--- config.mk ---
export PLATFORM = sky130hd
export DESIGN_NAME = pll_drp_reconfig
export DESIGN_NICKNAME = d
export VERILOG_FILES = /design/src/rtl/pll_drp_reconfig.sv
export SDC_FILE = /design/constraint.sdc
export NUM_CORES = 1
export LEC_CHECK = 0
export BUFFER_PORTS_ARGS = -buffer_cell sky130_fd_sc_hd__buf_2
export CELL_PAD_IN_SITES_DETAIL_PLACEMENT = 1
export CELL_PAD_IN_SITES_GLOBAL_PLACEMENT = 2
export CORE_MARGIN = 2
export CORE_UTILIZATION = 26
export CTS_CLUSTER_DIAMETER = 60
export DETAILED_ROUTE_END_ITERATION = 16
export PLACE_DENSITY_LB_ADDON = 0.1
export RECOVER_POWER = 25
export REMOVE_ABC_BUFFERS = 1
export SKIP_LAST_GASP = 1
export SLEW_MARGIN = 25
export SYNTH_ARGS = -nofsm -noshare
export SYNTH_HDL_FRONTEND = slang
export SYNTH_SLANG_ARGS = --single-unit
--- constraint.sdc ---
create_clock -name DCLK -period 2.2 [get_ports DCLK]
set_input_delay 0.11 -clock DCLK [delete_from_list [all_inputs] [get_ports DCLK]]
set_output_delay 0.11 -clock DCLK [all_outputs]
set_load 0.05 [all_outputs]
--- src/rtl/pll_drp_reconfig.sv ---
// pll_drp_reconfig
//
// DRP reconfiguration master for a PLLE2_ADV / MMCME2_ADV style PLL. A start
// request holds the PLL in reset, then walks a compile-time table of
// read-modify-write operations over the DRP port. After the last write it
// releases reset, waits for LOCKED and reports completion with a one-cycle
// SRDY pulse. A DRP access that never answers, or a PLL that never locks,
// aborts the sequence, sets the sticky ERR flag and still pulses SRDY.
//
// Parameters
//   ENTRIES      number of table entries (1..32)
//   TABLE        ENTRIES*39 bits; entry i = TABLE[i*39 +: 39] = {addr[6:0],
//                mask[15:0], data[15:0]}. A mask bit of 1 keeps the existing
//                register bit, a mask bit of 0 takes the table data bit.
//   DRDY_TIMEOUT cycles allowed from DEN to DRDY before abort
//   LOCK_TIMEOUT cycles allowed in the lock wait before abort
//
// Ports
//   DCLK     in   clock, shared with the PLL DRP clock
//   RST_N    in   asynchronous active-low reset
//   SEN      in   start request, only looked at while idle
//   SRDY     out  one-cycle pulse at the end of a sequence (success or abort)
//   BUSY     out  high whenever a sequence is in progress
//   ERR      out  sticky abort flag, cleared when the next SEN is accepted
//   PLL_RST  out  PLL reset
//   LOCKED   in   PLL lock, asynchronous to DCLK
//   DADDR    out  DRP address
//   DEN      out  DRP enable (single-cycle strobe)
//   DWE      out  DRP write enable
//   DI       out  DRP write data
//   DO       in   DRP read data
//   DRDY     in   DRP access complete
//
// All outputs come straight from flops. They are loaded from the next-state
// decode so that each output lines up with the state it belongs to.

module pll_drp_reconfig #(
  parameter int                    ENTRIES      = 2,
  parameter logic [ENTRIES*39-1:0] TABLE        = '0,
  parameter int                    DRDY_TIMEOUT = 64,
  parameter int                    LOCK_TIMEOUT = 4096
) (
  input  logic        DCLK,
  input  logic        RST_N,
  input  logic        SEN,
  output logic        SRDY,
  output logic        BUSY,
  output logic        ERR,
  output logic        PLL_RST,
  input  logic        LOCKED,
  output logic [6:0]  DADDR,
  output logic        DEN,
  output logic        DWE,
  output logic [15:0] DI,
  input  logic [15:0] DO,
  input  logic        DRDY
);

  localparam int IDX_W = (ENTRIES > 1) ? $clog2(ENTRIES) : 1;
  localparam int TMAX  = (DRDY_TIMEOUT > LOCK_TIMEOUT) ? DRDY_TIMEOUT : LOCK_TIMEOUT;
  localparam int CNT_W = $clog2(TMAX + 1);

  localparam logic [IDX_W-1:0] LAST_IDX  = IDX_W'(ENTRIES - 1);
  // The counter is zero in the first cycle of a wait state, so the last
  // permitted cycle is TIMEOUT-1.
  localparam logic [CNT_W-1:0] DRDY_LAST = CNT_W'(DRDY_TIMEOUT - 1);
  localparam logic [CNT_W-1:0] LOCK_LAST = CNT_W'(LOCK_TIMEOUT - 1);

  localparam logic [3:0] ST_IDLE      = 4'd0;
  localparam logic [3:0] ST_ASSERT    = 4'd1;
  localparam logic [3:0] ST_READ      = 4'd2;
  localparam logic [3:0] ST_WAIT_R    = 4'd3;
  localparam logic [3:0] ST_WRITE     = 4'd4;
  localparam logic [3:0] ST_WAIT_W    = 4'd5;
  localparam logic [3:0] ST_RELEASE   = 4'd6;
  localparam logic [3:0] ST_WAIT_LOCK = 4'd7;
  localparam logic [3:0] ST_DONE      = 4'd8;
  localparam logic [3:0] ST_ABORT     = 4'd9;

  // ---------------------------------------------------------------------
  // Table decode: split the flat parameter into per-entry fields.
  // ---------------------------------------------------------------------
  logic [6:0]  tbl_addr [ENTRIES];
  logic [15:0] tbl_mask [ENTRIES];
  logic [15:0] tbl_data [ENTRIES];

  generate
    for (genvar gi = 0; gi < ENTRIES; gi++) begin : g_table
      assign tbl_addr[gi] = TABLE[gi*39 + 32 +: 7];
      assign tbl_mask[gi] = TABLE[gi*39 + 16 +: 16];
      assign tbl_data[gi] = TABLE[gi*39      +: 16];
    end
  endgenerate

  // ---------------------------------------------------------------------
  // State
  // ---------------------------------------------------------------------
  logic [3:0]       state_reg, state_next;
  logic [IDX_W-1:0] idx_reg, idx_next;
  logic [CNT_W-1:0] cnt_reg, cnt_next;
  logic             lock_meta_reg, lock_s_reg;
  logic [15:0]      merge_data;

  // LOCKED synchronizer. The chain is held clear outside WAIT_LOCK so that a
  // LOCKED level left over from before the reconfiguration can never be taken
  // as the new lock: the PLL must be seen locked for two full cycles after
  // its reset has been released.
  always_ff @(posedge DCLK or negedge RST_N) begin
    if (!RST_N) begin
      lock_meta_reg <= 1'b0;
      lock_s_reg    <= 1'b0;
    end else if (state_reg == ST_WAIT_LOCK) begin
      lock_meta_reg <= LOCKED;
      lock_s_reg    <= lock_meta_reg;
    end else begin
      lock_meta_reg <= 1'b0;
      lock_s_reg    <= 1'b0;
    end
  end

  // Read-modify-write merge for the current entry.
  assign merge_data = (DO & tbl_mask[idx_reg]) | (tbl_data[idx_reg] & ~tbl_mask[idx_reg]);

  // ---------------------------------------------------------------------
  // Next-state decode
  // ---------------------------------------------------------------------
  always_comb begin
    state_next = state_reg;
    idx_next   = idx_reg;
    cnt_next   = cnt_reg;
    case (state_reg)
      ST_IDLE: begin
        if (SEN) begin
          state_next = ST_ASSERT;
          idx_next   = '0;
        end
      end
      ST_ASSERT: begin
        state_next = ST_READ;
      end
      ST_READ: begin
        state_next = ST_WAIT_R;
        cnt_next   = '0;
      end
      ST_WAIT_R: begin
        cnt_next = cnt_reg + 1'b1;
        if (DRDY) begin
          state_next = ST_WRITE;
        end else if (cnt_reg == DRDY_LAST) begin
          state_next = ST_ABORT;
        end
      end
      ST_WRITE: begin
        state_next = ST_WAIT_W;
        cnt_next   = '0;
      end
      ST_WAIT_W: begin
        cnt_next = cnt_reg + 1'b1;
        if (DRDY) begin
          if (idx_reg == LAST_IDX) begin
            state_next = ST_RELEASE;
          end else begin
            state_next = ST_READ;
            idx_next   = idx_reg + 1'b1;
          end
        end else if (cnt_reg == DRDY_LAST) begin
          state_next = ST_ABORT;
        end
      end
      ST_RELEASE: begin
        state_next = ST_WAIT_LOCK;
        cnt_next   = '0;
      end
      ST_WAIT_LOCK: begin
        cnt_next = cnt_reg + 1'b1;
        if (lock_s_reg) begin
          state_next = ST_DONE;
        end else if (cnt_reg == LOCK_LAST) begin
          state_next = ST_ABORT;
        end
      end
      ST_DONE: begin
        state_next = ST_IDLE;
      end
      ST_ABORT: begin
        state_next = ST_IDLE;
      end
      default: begin
        state_next = ST_IDLE;
      end
    endcase
  end

  // ---------------------------------------------------------------------
  // State and output registers
  // ---------------------------------------------------------------------
  always_ff @(posedge DCLK or negedge RST_N) begin
    if (!RST_N) begin
      state_reg <= ST_IDLE;
      idx_reg   <= '0;
      cnt_reg   <= '0;
      SRDY      <= 1'b0;
      BUSY      <= 1'b0;
      ERR       <= 1'b0;
      PLL_RST   <= 1'b0;
      DADDR     <= 7'd0;
      DEN       <= 1'b0;
      DWE       <= 1'b0;
      DI        <= 16'd0;
    end else begin
      state_reg <= state_next;
      idx_reg   <= idx_next;
      cnt_reg   <= cnt_next;

      BUSY <= (state_next != ST_IDLE);
      SRDY <= (state_next == ST_DONE) || (state_next == ST_ABORT);

      // PLL held in reset for the whole table walk; ABORT and RELEASE drop it.
      PLL_RST <= (state_next == ST_ASSERT) || (state_next == ST_READ) ||
                 (state_next == ST_WAIT_R) || (state_next == ST_WRITE) ||
                 (state_next == ST_WAIT_W);

      // READ and WRITE are always followed by a wait state, so DEN can
      // never be high on two consecutive cycles.
      DEN <= (state_next == ST_READ) || (state_next == ST_WRITE);
      DWE <= (state_next == ST_WRITE);

      // DADDR only moves when a new access is issued.
      if ((state_next == ST_READ) || (state_next == ST_WRITE)) begin
        DADDR <= tbl_addr[idx_next];
      end

      // DO is only trusted on the read completion; DI then holds through
      // the write and afterwards until the next read completes.
      if ((state_reg == ST_WAIT_R) && DRDY) begin
        DI <= merge_data;
      end

      if ((state_reg == ST_IDLE) && SEN) begin
        ERR <= 1'b0;
      end else if (state_next == ST_ABORT) begin
        ERR <= 1'b1;
      end
    end
  end

endmodule
**Yosys cells after proc, flatten, opt, wreduce, memory -nomap -nowiden**

Index checks and enable logic that the tools add are counted.

- Register bits: 49
- Input port bits: 21
- Output and inout port bits: 29
- Word-level logic and storage cells: 74

- Add/sub/neg operators: 2
- $lt $le $gt $ge: 2
- Equality and inequality tests: 16
- Multiplexer cells: 21
- Bitwise gates (word level): 6
- Reductions and logical operators: 14

Operator list:

| cell | count |
|---|---|
| AND 16 bit | 2 |
| two-way mux 16 bit | 2 |
| one-hot mux 4 bit (8 select lines) | 1 |
| one-hot mux 13 bit (2 select lines) | 1 |
| == test 4 x 3 -> 1 bit (second input constant) | 6 |
| two-way mux 4 bit | 6 |
| == test 4 x 2 -> 1 bit (second input constant) | 4 |
| inverter 16 bit | 1 |
| OR 16 bit | 1 |
| two-way mux 7 bit | 2 |
| adder 13 x 1 -> 13 bit (second input constant) | 1 |
| == test 13 x 12 -> 1 bit (second input constant) | 1 |
| == test 13 x 6 -> 1 bit (second input constant) | 1 |
| == test 4 x 1 -> 1 bit (second input constant) | 2 |
| == test 4 bit (second input constant) | 2 |
| two-way mux 1 bit | 7 |
| logical OR 1 bit | 6 |
| OR reduction 3 bit | 2 |
| greater-or-equal comparator 2 bit (second input constant) | 2 |
| logical NOT 4 bit | 1 |
| inverter 1 -> 2 bit | 2 |
| nonzero test 2 bit | 2 |
| nonzero test 4 bit | 1 |
| two-way mux 3 bit | 1 |
| other kinds (3) | 4 |

**Logic depth before layout (Yosys ltp)**

Gate-level depths: netlist (run 1).

- Depth in word-level cells: 9
- Depth in mapped cells: 7
- Mapped depth without buffers: 6

**Worst setup path before layout (run 1)**

No wires, ideal clock.

- Path type: flip-flop to flip-flop
- Start: register cnt_reg[10]
- End: register PLL_RST
- Setup time: 87 ps
- Data arrival time: 2137 ps
- Data required time: 2113 ps
- Setup slack: -24 ps
- Cell stages (with the launch flop): 6
- Path buffers: 0
- Period minus slack after synthesis: 2224 ps
- Cells stage by stage: dfrtp_1 or4_1 or4_4 and4b_4 or3_4 a211oi_2

- Longest elaborated chain between the ends: 9
- Elaborated cells on any way between the ends: 17
- Those cells by class: eq/ne: 7; mux: 6; reduce/logical: 4

Ends and longest elaborated chain:

| element | line | source |
|---|---|---|
| from (decl) | 100 | `logic [CNT_W-1:0] cnt_reg, cnt_next;` |
| from (signal assigned) | 213 | `cnt_reg <= cnt_next;` |
| == test 13 x 12 -> 1 bit or == test 13 x 6 -> 1 bit (tied branches) | 178, 149, 166 |  |
| two-way mux 4 bit (on tied branches) | 178, 149, 166 |  |
| two-way mux 4 bit (on tied branches) | 176, 147, 159 |  |
| one-hot mux 4 bit (8 select lines) * | 131 | `case (state_reg)` |
| named net state_next[2] | 98 | `logic [3:0] state_reg, state_next;` |
| == test 4 x 1 -> 1 bit or == test 4 x 2 -> 1 bit (tied branches) | 219 | `PLL_RST <= (state_next == ST_ASSERT) \|\| (state_next == ST_READ) \|\|` |
| logical OR 1 bit (2 in a row) | 219 |  |
| logical OR 1 bit | 220 | `(state_next == ST_WAIT_R) \|\| (state_next == ST_WRITE) \|\|` |
| logical OR 1 bit * | 220 |  |
| to (signal assigned) | 219 |  |
| to (decl) | 49 | `output logic PLL_RST,` |

The timed path passes the listed nets; every way through them passes the cells marked *.
A chain may end at the register's enable or synchronous reset.

**Worst setup path after layout (run 1)**

Ends and elaborated chain as after synthesis.

==> summary.md, run 1 <==
| Metric | Value |
|---|---|
| Synth Area in XOR/XNOR | `0.0407` |
| Number of fill cells in the layout | `659` |
| Placed cell areas | `1680 um^2` |
| Via count of the first global-routing pass | `1,237` |
| Flip-flop count of the largest register, all copies and words added | `13` |
| Leakage power total | `0.000821 uW` |
| Total GRT Usage | `0.118` |
| Ys async rst share | `1.00` |
| Outcome | `finished with violations` |
| GRT met3 Usage | `0.0180` |
| Standard cell core area | `5540 um^2` |
| Global routing's busiest layer | `met2` |
| Total non-filler cell area in the finished layout | `1790 um^2` |
| Area fraction in and, or, nand and nor cells after synthesis | `0.265` |
| GR Layer Usage met1 | `0.147` |
| Number of storage elements in the synthesis netlist | `26` |
| Largest net degree at the start of global routing | `27` |
| Remaining number of nets flagged by the antenna check after routing | `0` |
| Unrepaired setup endpoints after global routing | `true` |
| Worst min-delay path class | `primary input to flip-flop` |
| Antenna diodes | `0` |
| Number of antenna violations at the first check in global routing | `0` |
| Post-synthesis adder-cell area fraction | `0.00831` |
| Setup slack of the critical path after layout | `-0.102 ns` |
| Pins over their slew limit | `0` |
| Met2 usage | `0.215` |
| DRC violations left | `0` |
| Share of the core filled with cells in the final layout | `0.323` |
| Main combinational cell family by area after synthesis | `simple AND/OR/NAND/NOR gates` |
| Net count reported at finish | `211` |
| Arrival time of data at the critical path endpoint | `2.49 ns` |
| Number of search-and-repair iterations in the first detailed-routing pass | `2` |
| CP Capture Type | `flip-flop` |
| Row count | `27` |
| Number of H-tree branching levels | `1` |
| Clock tree from TritonCTS | `done` |
| Total CTS buffers | `3` |
| Least-Margin Pin Slew | `1.49 ns` |
| Setup tns final | `-0.102 ns` |
| Clock latency on the worst-skew pair | `0.27 ns` |
| Critical Path Fanout Max | `2` |
| Signed area change from the synthesized netlist to the final layout | `18.8%` |
| Total gr overflow | `0` |
| Via Count | `1,181` |
| Number of synthesized flops with an enable pin | `0` |
| Final wirelength | `3590 um` |
| Post-synthesis cell count | `160` |
| Top library cells by usage in the layout, fill and taps aside | `26 x sky130_fd_sc_hd__dfrtp_1, 23 x sky130_fd_sc_hd__conb_1, 19 x sky130_fd_sc_hd__buf_4` |
| Port bufs | `10` |
| Max frequency | `434 MHz` |
| Ratio of routed vias to standard cells | `4.54` |
| Maximum root-to-sink buffer count | `2` |
| Data required time at the worst endpoint | `2.39 ns` |
| Number of endpoints failing setup at the final stage | `1` |
| Routability cong. | `0.773` |
| Skew final | `0.00862 ns` |
| Total standard cell area after synthesis | `1510 um^2` |
| Failing checks | `setup timing` |
| Chip width | `80.1 um` |
| Global-route wire length before repair | `5900 um` |
| Count of clock tree sinks | `26` |
| Remaining max-slew budget at the tightest pin | `0.00346` |
| Die Y-Extent | `80.1 um` |
| Share of post-route cells with drive strength above 1 | `0.255` |
| Synthesized-area fraction occupied by ao, oa, aoi and oai cells | `0.114` |
| Clock period minus worst slack | `2.30 ns` |
| I/O pin cnt | `50` |
| Startpoint type of the worst setup path | `flip-flop` |
| Pwr dens | `1120 nW/um^2` |
| Worst-case vdd ir drop | `451 uV` |
| Number of hold violations in the final report | `0` |
| Initial standard-cell utilization of the core | `0.272` |
| Routed len/inst | `13.8 um` |
| Full die area | `6410 um^2` |
| HPWL after DPL | `2740 um` |
| Most common cell after layout, fill and taps aside | `sky130_fd_sc_hd__dfrtp_1` |
| Average footprint of a synthesized cell | `9.41 um^2` |
| Final Cycle Share | `1.05` |
| Total of warnings raised by yosys | `0` |
| Register clock-pin slew on the reported worst setup and hold paths | `0.10 ns` |
| CP Class | `flip-flop to flip-flop` |
| Most frequently used flop master after synthesis | `sky130_fd_sc_hd__dfrtp_1` |
| Root buf cell | `sky130_fd_sc_hd__clkbuf_8` |
| Number of different library cells in the post-synthesis netlist | `45` |
| Number of maximum-capacitance violations | `0` |
| First DRT Iteration DRCs | `30` |
| Fraction of synthesized area in multiplexers | `0` |
| Sequential element share of the synthesized area | `0.432` |
-- metrics by stage --
stage	setup WS, ns	total power (uW)	hold slack (ns)	cells
finish	-0.102	2010	0.0426	260
global route	-0.170	2130	0.0376	260
CTS	-0.121	2010	0.0391	259
detailed placement	-0.128	1600	0.172	254
global placement	-0.110	1560	0.156	254
floorplan	-0.0237	1280	-0.186	153
-- cell families (layout without fill, tap and decap cells) --
| kind of cell | after synthesis | count (layout) |
|---|---|---|
| buffers and inverters | 32 | 38 |
| XOR/XNOR | 7 | 7 |
| other | 1 | 23 |
| AND/OR/NAND/NOR | 67 | 67 |
| AO/OA/AOI/OAI | 26 | 26 |
| flip-flops | 26 | 26 |
| adder cells (fa/ha/maj) | 1 | 1 |
-- power by group --
part	switching [uW]	leakage (uW)	internal, uW	total (uW)
clock	163	0.0000357	244	407
combinational	610	0.000442	341	951
sequential	73.5	0.000344	575	648
-- final cells by class --
type,count,area (um^2),area share
Clock inverter,1,30.0,0.0168
Clock buffer,3,41.3,0.0231
Tap cell,72,90.1,0.0504
Timing Repair Buffer,31,213,0.119
Inverter,3,11.3,0.00630
Multi-Input combinational cell,124,752,0.421
Sequential cell,26,651,0.364
-- synthesized netlist by cell type (2+ instances only) --
cell	n	area [um^2]
sky130_fd_sc_hd__buf_4	23	173
sky130_fd_sc_hd__xnor2_1	3	26.3
sky130_fd_sc_hd__a31oi_1	2	12.5
sky130_fd_sc_hd__dfrtp_1	26	651
sky130_fd_sc_hd__a21o_1	2	15.0
sky130_fd_sc_hd__o22ai_1	2	12.5
sky130_fd_sc_hd__a21oi_1	5	25.0
sky130_fd_sc_hd__or3_1	2	12.5
sky130_fd_sc_hd__clkbuf_1	6	22.5
sky130_fd_sc_hd__o21ai_0	8	40.0
sky130_fd_sc_hd__o21ba_2	2	20.0
sky130_fd_sc_hd__xor2_1	4	35.0
sky130_fd_sc_hd__and2_1	3	18.8
sky130_fd_sc_hd__nor3_1	2	10.0
sky130_fd_sc_hd__nand3_1	5	25.0
sky130_fd_sc_hd__inv_1	3	11.3
sky130_fd_sc_hd__nand4_1	3	18.8
sky130_fd_sc_hd__nand4b_1	2	17.5
sky130_fd_sc_hd__nand3b_1	3	22.5
sky130_fd_sc_hd__nand2_1	12	45.0
sky130_fd_sc_hd__nand2b_1	4	25.0
sky130_fd_sc_hd__or2_2	2	12.5
sky130_fd_sc_hd__nor2_1	13	48.8
sky130_fd_sc_hd__nor2b_1	2	12.5
-- worst max-delay path, stage by stage, from the launching register on --
cell and delay (ns):
sky130_fd_sc_hd__dfrtp_1 0.39, sky130_fd_sc_hd__or4_4 0.54, sky130_fd_sc_hd__or4_4 0.50, sky130_fd_sc_hd__and4b_4 0.20, sky130_fd_sc_hd__or3_4 0.39, sky130_fd_sc_hd__a211oi_2 0.20
-- what timing repair did --
item                                    CTS  global route
buffers inserted                          0             1
endpoints found under the setup margin    4             4
pin swaps                                 0             1
resized for setup                         1             4
hold endpoints to repair                 26             0
hold buffers                              1             0
-- metal layers --
metal	up-vias	share of wire	wire length, um
li1	570	-	-
met1	588	0.45	1630
met2	21	0.51	1840
met3	2	0.029	103
met4	0	0.0053	19
met5	-	0	0
-- path summary, 6_finish.rpt --
| check | start | endpoint | slack, ns | cells past startpoint |
|---|---|---|---|---|
| max | cnt_reg[10] | PLL_RST | -0.10 | 5 |
| min | LOCKED | lock_meta_reg | 0.04 | 2 |
| max reg2reg | cnt_reg[10] | PLL_RST | -0.10 | 5 |
| min reg2reg | lock_meta_reg | lock_s_reg | 0.46 | 1 |
| max in group asynchronous | RST_N | cnt_reg[4] | 0.60 | 2 |
| min in group asynchronous | RST_N | state_reg[0] | 0.73 | 2 |
No activity file was read; power rests on OpenSTA's default activity.
==> inputs of run 2 (changes only) <==
--- a/config.mk
+++ b/config.mk
@@ -7,3 +7,3 @@
 export LEC_CHECK = 0
-export BUFFER_PORTS_ARGS = -buffer_cell sky130_fd_sc_hd__buf_2
+export BUFFER_PORTS_ARGS = -buffer_cell sky130_fd_sc_hd__buf_4
 export CELL_PAD_IN_SITES_DETAIL_PLACEMENT = 1
@@ -12,2 +12,3 @@
 export CORE_UTILIZATION = 26
+export CTS_BUF_LIST = sky130_fd_sc_hd__clkbuf_16
 export CTS_CLUSTER_DIAMETER = 60
==> constraint.sdc (replaced) <==
create_clock -name DCLK -period 2.2 [get_ports DCLK]
set_input_delay 0.33 -clock DCLK [delete_from_list [all_inputs] [get_ports DCLK]]
set_output_delay 0.33 -clock DCLK [all_outputs]
set_load 0.05 [all_outputs]
==> run 2 against run 1 <==
  * The flow finishes with violations (capacitance limit, slew limit, setup timing)
  * Total power increased by 2.6%
  * Sequential share of layout area decreased by 1.0 points
  * Global-route usage increased by 0.41 points
  * Non-clock buffer count increased by 3
  * Core utilization increased by 0.93 points
  * Worst setup slack improved by 0.035 ns
  * Critical endpoint unchanged
  * Combinational power increased by 4.3%
  * Critical path depth unchanged
  * Fmax increased by 1.5%
  * Register-to-register slack improved by 0.03 ns
==> summary.md, run 2 (same netlist as run 1, synthesis figures left out) <==
| Metric | Value |
|---|---|
| Outcome | `finished with violations (unchanged)` |
| Failing checks | `capacitance limit, slew limit, setup timing (was setup timing)` |
| Number of H-tree branching levels | `1 (unchanged)` |
| Kind of cell adding the most delay to the critical path | `simple AND/OR/NAND/NOR gates (unchanged)` |
| Multi-input gate area in the final layout | `754 um^2 (was 752 um^2)` |
| Total gr overflow | `0 (unchanged)` |
| Clock tree from TritonCTS | `done (unchanged)` |
| Initial standard-cell utilization of the core | `0.272 (unchanged)` |
| Portion of total power attributed to the clock network | `0.203 (about the same)` |
| Worst min-delay path class | `primary input to flip-flop (unchanged)` |
| Most common cell after layout, fill and taps aside | `sky130_fd_sc_hd__buf_4 (was sky130_fd_sc_hd__dfrtp_1)` |
| Setup slack of the critical path after layout | `-0.0670 ns (was -0.102 ns)` |
| Cell with the largest stage delay on the worst path | `sky130_fd_sc_hd__or4_4 (unchanged)` |
| Comb pwr share | `0.482 (was 0.474)` |
| Delay of the slowest critical-path stage | `0.54 ns (about the same)` |
| Sequential fraction of design power | `0.314 (was 0.323)` |
| Max frequency | `441 MHz (was 434 MHz)` |
| Clock period minus worst slack | `2.27 ns (was 2.30 ns)` |
| Global-route wire length before repair | `6040 um (was 5900 um)` |
| Chip width | `80.1 um (unchanged)` |
| Remaining max-slew budget at the tightest pin | `-0.0128 (was 0.00346)` |
| Number of endpoints failing setup at the final stage | `3 (was 1)` |
| I/O pin cnt | `50 (unchanged)` |
| Die Y-Extent | `80.1 um (unchanged)` |
| Total internal power | `1200 uW (was 1160 uW)` |
| Overall Power | `2060 uW (was 2010 uW)` |
| Top cell by count, worst path | `sky130_fd_sc_hd__or4_4 (unchanged)` |
| Number of maximum-capacitance violations | `1 (was 0)` |
| Number of hold violations in the final report | `0 (unchanged)` |
| Chain of cells forming the critical path | `or4_4 > or4_4 > and4b_4 > or3_4 > a211oi_2 (unchanged)` |
| Routed len/inst | `13.9 um (was 13.8 um)` |
| CP Class | `flip-flop to flip-flop (unchanged)` |
| CP Capture Type | `flip-flop (unchanged)` |
| Count of clock tree sinks | `26 (unchanged)` |
| Worst path bufs/invs | `0 (unchanged)` |
| Net count reported at finish | `214 (was 211)` |
| Ratio of routed vias to standard cells | `4.62 (was 4.54)` |
| DRC violations left | `0 (unchanged)` |
| Final wirelength | `3650 um (was 3590 um)` |
| Top library cells by usage in the layout, fill and taps aside | `32 x sky130_fd_sc_hd__buf_4, 26 x sky130_fd_sc_hd__dfrtp_1, 23 x sky130_fd_sc_hd__conb_1 (was 26 x sky130_fd_sc_hd__dfrtp_1, 23 x sky130_fd_sc_hd__conb_1, 19 x sky130_fd_sc_hd__buf_4)` |
| Arrival time of data at the critical path endpoint | `2.44 ns (was 2.49 ns)` |
| Maximum root-to-sink buffer count | `2 (unchanged)` |
| First DRT Iteration DRCs | `43 (was 30)` |
| Smallest hold slack | `0.278 ns (was 0.0426 ns)` |
| Total CTS buffers | `3 (unchanged)` |
| Full die area | `6410 um^2 (unchanged)` |
| Leakage power total | `0.000849 uW (was 0.000821 uW)` |
| Remaining number of nets flagged by the antenna check after routing | `0 (unchanged)` |
| Row count | `27 (unchanged)` |
| Standard cell core area | `5540 um^2 (unchanged)` |
| Share of post-route cells with drive strength above 1 | `0.272 (was 0.255)` |
| Port bufs | `10 (unchanged)` |
| Data required time at the worst endpoint | `2.38 ns (was 2.39 ns)` |
| Least-Margin Pin Slew | `1.52 ns (was 1.49 ns)` |
| Clock latency on the worst-skew pair | `0.26 ns (was 0.27 ns)` |
| Routability cong. | `0.787 (was 0.773)` |
| Largest net degree at the start of global routing | `27 (unchanged)` |
| Skew final | `0.00323 ns (was 0.00862 ns)` |
| Sw frac | `0.419 (was 0.422)` |
| Unrepaired setup endpoints after global routing | `true (unchanged)` |
| Number of antenna violations at the first check in global routing | `0 (unchanged)` |
| Antenna diodes | `0 (unchanged)` |
| Flip-flop count of the largest register, all copies and words added | `13 (unchanged)` |
| Root buf cell | `sky130_fd_sc_hd__clkbuf_16 (was sky130_fd_sc_hd__clkbuf_8)` |
| Share of the core filled with cells in the final layout | `0.332 (was 0.323)` |
| Total GRT Usage | `0.123 (was 0.118)` |
| Worst-case vdd ir drop | `369 uV (was 451 uV)` |
| Number of search-and-repair iterations in the first detailed-routing pass | `4 (was 2)` |
| HPWL after DPL | `2770 um (was 2740 um)` |
| Pwr dens | `1120 nW/um^2 (about the same)` |
| Register area | `651 um^2 (unchanged)` |
| Net switching power of the design | `862 uW (was 847 uW)` |
| Startpoint type of the worst setup path | `flip-flop (unchanged)` |
| Signed area change from the synthesized netlist to the final layout | `22.2% (was 18.8%)` |
| Via Count | `1,215 (was 1,181)` |
| Register clock-pin slew on the reported worst setup and hold paths | `0.07 ns (was 0.10 ns)` |
| Pins over their slew limit | `27 (was 0)` |
| Critical Path Fanout Max | `2 (unchanged)` |
| Number of fill cells in the layout | `678 (was 659)` |
| Via count of the first global-routing pass | `1,225 (was 1,237)` |
| Final Cycle Share | `1.03 (was 1.05)` |
-- run 2: through the flow --
step / TNS, ns / area (um^2) / std cells / worst slack [ns]
after floorplan: -0.0237 / 1390 / 153 / -0.0237
final: -0.0925 / 1840 / 263 / -0.0670
after global placement: -0.118 / 1710 / 255 / -0.117
after detailed placement: -0.148 / 1710 / 255 / -0.128
after global routing: -0.273 / 1840 / 263 / -0.126
after CTS: -0.243 / 1820 / 262 / -0.0986
-- run 2: power by group through the flow --
stage                     Clock, uW  Combinational (uW)  Sequential [uW]
after floorplan                   0                 490              789
after global placement            0                 932              654
after detailed placement          0                 956              657
after CTS                       431                 972              649
after global routing            456                1070              663
final                           419                 992              647
-- run 2: cell type report --
| class | instances | area share |
|---|---|---|
| Tap cell | 72 | 0.0490 |
| Inverter | 3 | 0.00612 |
| Clock inverter | 1 | 0.00204 |
| Timing Repair Buffer | 34 | 0.138 |
| Sequential cell | 26 | 0.354 |
| Clock buffer | 3 | 0.0408 |
| Multi-Input combinational cell | 124 | 0.410 |
-- run 2: worst paths after layout --
path | startpoint | end | slack (ns) | cells past startpoint
worst max-delay path | cnt_reg[6] | PLL_RST | -0.07 | 5
min in group asynchronous | RST_N | state_reg[0] | 0.97 | 2
worst min register to register | lock_meta_reg | lock_s_reg | 0.47 | 1
max in group asynchronous | RST_N | cnt_reg[1] | 0.35 | 2
worst min-delay path | LOCKED | lock_meta_reg | 0.28 | 2
worst max register to register | cnt_reg[6] | PLL_RST | -0.07 | 5
-- run 2: layer usage --
layer,GRT usage,share of wire,up-vias
met3,0.0135,0.029,4
met2,0.223,0.51,27
li1,-,-,577
met4,0.0458,0.011,0
met1,0.148,0.45,607
met5,0,0,-
-- run 2: what timing repair did --
item | in CTS | in global routing
endpoints found under the hold margin | 26 | 0
resized for setup | 1 | 4
hold buffers | 1 | 0
buffers inserted | 2 | 1
setup endpoints to repair | 4 | 4
pin swaps | 5 | 3
-- run 2: worst reg2reg max path: stages, from the launching register on --
cell	delay, ns
sky130_fd_sc_hd__dfrtp_1	0.38
sky130_fd_sc_hd__or4_4	0.54
sky130_fd_sc_hd__or4_4	0.50
sky130_fd_sc_hd__and4b_4	0.20
sky130_fd_sc_hd__or3_4	0.37
sky130_fd_sc_hd__a211oi_2	0.19
==> inputs of run 3 (changes only) <==
CORE_UTILIZATION = 27   (was 26)
CTS_BUF_LIST = sky130_fd_sc_hd__clkbuf_4   (was sky130_fd_sc_hd__clkbuf_16)
==> run 3 against run 2 <==
  * The flow finishes with violations (setup timing)
  * Register-to-register slack gained 0.02 ns
  * Combinational power decreased by 2.3%
  * First-iteration DRC count fell by 7.0%
  * Sequential share of layout area rose by 1.5 points
  * Global-route usage shrank 0.16 points
  * Via count fell by 2.2%
  * Sequential power fell by 2%
  * Largest cell class unchanged
==> summary.md, run 3 (same netlist as run 1, synthesis figures left out) <==
| Metric | Value |
|---|---|
| Standard cell core area | `5440 um^2 (was 5540 um^2)` |
| Total gr overflow | `0 (unchanged)` |
| Least-Margin Pin Slew | `1.45 ns (was 1.52 ns)` |
| Setup slack of the critical path after layout | `-0.0432 ns (was -0.0670 ns)` |
| Unrepaired setup endpoints after global routing | `true (unchanged)` |
| Number of fill cells in the layout | `654 (was 678)` |
| Number of antenna violations at the first check in global routing | `0 (unchanged)` |
| Startpoint type of the worst setup path | `flip-flop (unchanged)` |
| Total CTS buffers | `3 (unchanged)` |
| Pins over their slew limit | `0 (was 27)` |
| I/O pin cnt | `50 (unchanged)` |
| Flip-flop count of the largest register, all copies and words added | `13 (unchanged)` |
| Routed metal-1 wirelength | `1650 um (was 1630 um)` |
| Sequential fraction of design power | `0.350 (was 0.314)` |
| Signed area change from the synthesized netlist to the final layout | `17.3% (was 22.2%)` |
| Sw frac | `0.448 (was 0.419)` |
| Initial standard-cell utilization of the core | `0.277 (was 0.272)` |
| Antenna diodes | `0 (unchanged)` |
| CP Class | `flip-flop to flip-flop (unchanged)` |
| Final Cycle Share | `1.02 (was 1.03)` |
| Maximum root-to-sink buffer count | `2 (unchanged)` |
| Root buf cell | `sky130_fd_sc_hd__clkbuf_4 (was sky130_fd_sc_hd__clkbuf_16)` |
| Via Count | `1,188 (was 1,215)` |
| Ratio of routed vias to standard cells | `4.55 (was 4.62)` |
| Most common cell after layout, fill and taps aside | `sky130_fd_sc_hd__buf_4 (unchanged)` |
| Number of endpoints failing setup at the final stage | `2 (was 3)` |
| Net switching power of the design | `815 uW (was 862 uW)` |
| Clock tree from TritonCTS | `done (unchanged)` |
| Chip width | `78.7 um (was 80.1 um)` |
| Port bufs | `10 (unchanged)` |
| Worst path bufs/invs | `0 (unchanged)` |
| Pwr dens | `1030 nW/um^2 (was 1120 nW/um^2)` |
| CP Capture Type | `flip-flop (unchanged)` |
| Number of hold violations in the final report | `0 (unchanged)` |
| Number of search-and-repair iterations in the first detailed-routing pass | `4 (unchanged)` |
| Met3 Wirelength | `150 um (was 104 um)` |
| Arrival time of data at the critical path endpoint | `2.50 ns (was 2.44 ns)` |
| Routed wl met2 | `1680 um (was 1870 um)` |
| Kind of cell adding the most delay to the critical path | `simple AND/OR/NAND/NOR gates (unchanged)` |
| Highest metal layer used by the detailed router | `met4 (unchanged)` |
| Register clock-pin slew on the reported worst setup and hold paths | `0.16 ns (was 0.07 ns)` |
| Largest net degree at the start of global routing | `27 (unchanged)` |
| Cell with the largest stage delay on the worst path | `sky130_fd_sc_hd__or4bb_1 (was sky130_fd_sc_hd__or4_4)` |
| Outcome | `finished with violations (unchanged)` |
| Final wirelength | `3530 um (was 3650 um)` |
| HPWL after DPL | `2660 um (was 2770 um)` |
| Number of maximum-capacitance violations | `0 (was 1)` |
| Via count of the first global-routing pass | `1,194 (was 1,225)` |
| Setup tns final | `-0.0480 ns (was -0.0925 ns)` |
| Routed len/inst | `13.5 um (was 13.9 um)` |
| Cell depth of the worst setup path | `5 (unchanged)` |
| Portion of total power attributed to the clock network | `0.117 (was 0.203)` |
| Clock latency on the worst-skew pair | `0.33 ns (was 0.26 ns)` |
| Failing checks | `setup timing (was capacitance limit, slew limit, setup timing)` |
| Top library cells by usage in the layout, fill and taps aside | `31 x sky130_fd_sc_hd__buf_4, 26 x sky130_fd_sc_hd__dfrtp_1, 23 x sky130_fd_sc_hd__conb_1 (was 32 x sky130_fd_sc_hd__buf_4, 26 x sky130_fd_sc_hd__dfrtp_1, 23 x sky130_fd_sc_hd__conb_1)` |
| Global-route wire length before repair | `5870 um (was 6040 um)` |
| Total GRT Usage | `0.121 (was 0.123)` |
| Share of post-route cells with drive strength above 1 | `0.259 (was 0.272)` |
| Count of clock tree sinks | `26 (unchanged)` |
| Remaining max-slew budget at the tightest pin | `0.0314 (was -0.0128)` |
| Total internal power | `1000 uW (was 1200 uW)` |
| Die Y-Extent | `78.7 um (was 80.1 um)` |
| Worst min-delay path class | `primary input to flip-flop (unchanged)` |
| DRC violations left | `0 (unchanged)` |
| Reg2Reg Depth | `5 (unchanged)` |
| Critical Path Fanout Max | `2 (unchanged)` |
| First DRT Iteration DRCs | `40 (was 43)` |
| Comb pwr share | `0.533 (was 0.482)` |
| Share of the core filled with cells in the final layout | `0.325 (was 0.332)` |
| Worst slack at placement | `-0.0981 ns (was -0.128 ns)` |
| Chain of cells forming the critical path | `or4bb_1 > or4_4 > and4b_4 > or3_4 > a211oi_2 (was or4_4 > or4_4 > and4b_4 > or3_4 > a211oi_2)` |
| Net count reported at finish | `213 (was 214)` |
| Routability cong. | `0.709 (was 0.787)` |
| Number of H-tree branching levels | `1 (unchanged)` |
| Remaining number of nets flagged by the antenna check after routing | `0 (unchanged)` |
| Delay of the slowest critical-path stage | `0.53 ns (was 0.54 ns)` |
| Data required time at the worst endpoint | `2.46 ns (was 2.38 ns)` |
| Worst-case vdd ir drop | `329 uV (was 369 uV)` |
| Skew final | `0.0147 ns (was 0.00323 ns)` |
| Max frequency | `446 MHz (was 441 MHz)` |
| Clock period minus worst slack | `2.24 ns (was 2.27 ns)` |
| Leakage power total | `0.000817 uW (was 0.000849 uW)` |
| Row count | `27 (unchanged)` |
| Full die area | `6190 um^2 (was 6410 um^2)` |
| Hold Crit Depth | `2 (unchanged)` |
| Smallest hold slack | `0.201 ns (was 0.278 ns)` |
-- run 3: cell count changes in the layout (fill, tap and decap cells not counted), sizes merged --
cell and change:
clkinv -1, buf -1
-- run 3: worst register-to-register path: stages, from the launching register on --
cell                       delay, ns
sky130_fd_sc_hd__dfrtp_1        0.41
sky130_fd_sc_hd__or4bb_1        0.53
sky130_fd_sc_hd__or4_4          0.50
sky130_fd_sc_hd__and4b_4        0.20
sky130_fd_sc_hd__or3_4          0.37
sky130_fd_sc_hd__a211oi_2       0.18
-- run 3: power groups by stage --
stage / Clock [uW] / Sequential [uW] / Combinational (uW)
after detailed placement: 0 / 648 / 964
final: 213 / 637 / 969
after global placement: 0 / 646 / 956
after CTS: 222 / 639 / 968
after floorplan: 0 / 789 / 490
after global routing: 238 / 652 / 1060
-- run 3: worst paths after layout --
path                               start       endpoint  slack (ns)
max in group asynchronous          RST_N           BUSY        0.49
hold reg to reg            lock_meta_reg     lock_s_reg        0.48
setup / recovery              cnt_reg[9]        PLL_RST       -0.04
setup reg to reg              cnt_reg[9]        PLL_RST       -0.04
hold / removal                    LOCKED  lock_meta_reg        0.20
min in group asynchronous          RST_N  lock_meta_reg        0.86
-- run 3: stage by stage --
stage	cells	area, um^2	total power [uW]
2_1_floorplan	153	1390	1280
3_3_place_gp	255	1710	1600
3_5_place_dp	255	1710	1610
4_1_cts	260	1750	1830
5_1_grt	261	1770	1950
6_report	261	1770	1820
-- run 3: cell type report --
class | count | area (um^2) | area share
Clock buffer | 3 | 22.5 | 0.0128
Inverter | 3 | 11.3 | 0.00638
Multi-Input combinational cell | 124 | 744 | 0.422
Sequential cell | 26 | 651 | 0.369
Tap cell | 72 | 90.1 | 0.0510
Timing Repair Buffer | 33 | 246 | 0.140
-- run 3: routing by layer --
metal / track usage / up-vias
li1: - / 572
met1: 0.158 / 579
met2: 0.206 / 33
met3: 0.0149 / 4
met4: 0.0404 / 0
met5: 0 / -
-- run 3: repair_timing --
item | 4_1_cts | 5_1_grt
pin swaps | 5 | 2
setup buffers | 1 | 1
hold endpoints to repair | 26 | 0
endpoints found under the setup margin | 4 | 4
gates resized for setup | 1 | 2
hold buffers | 1 | 0
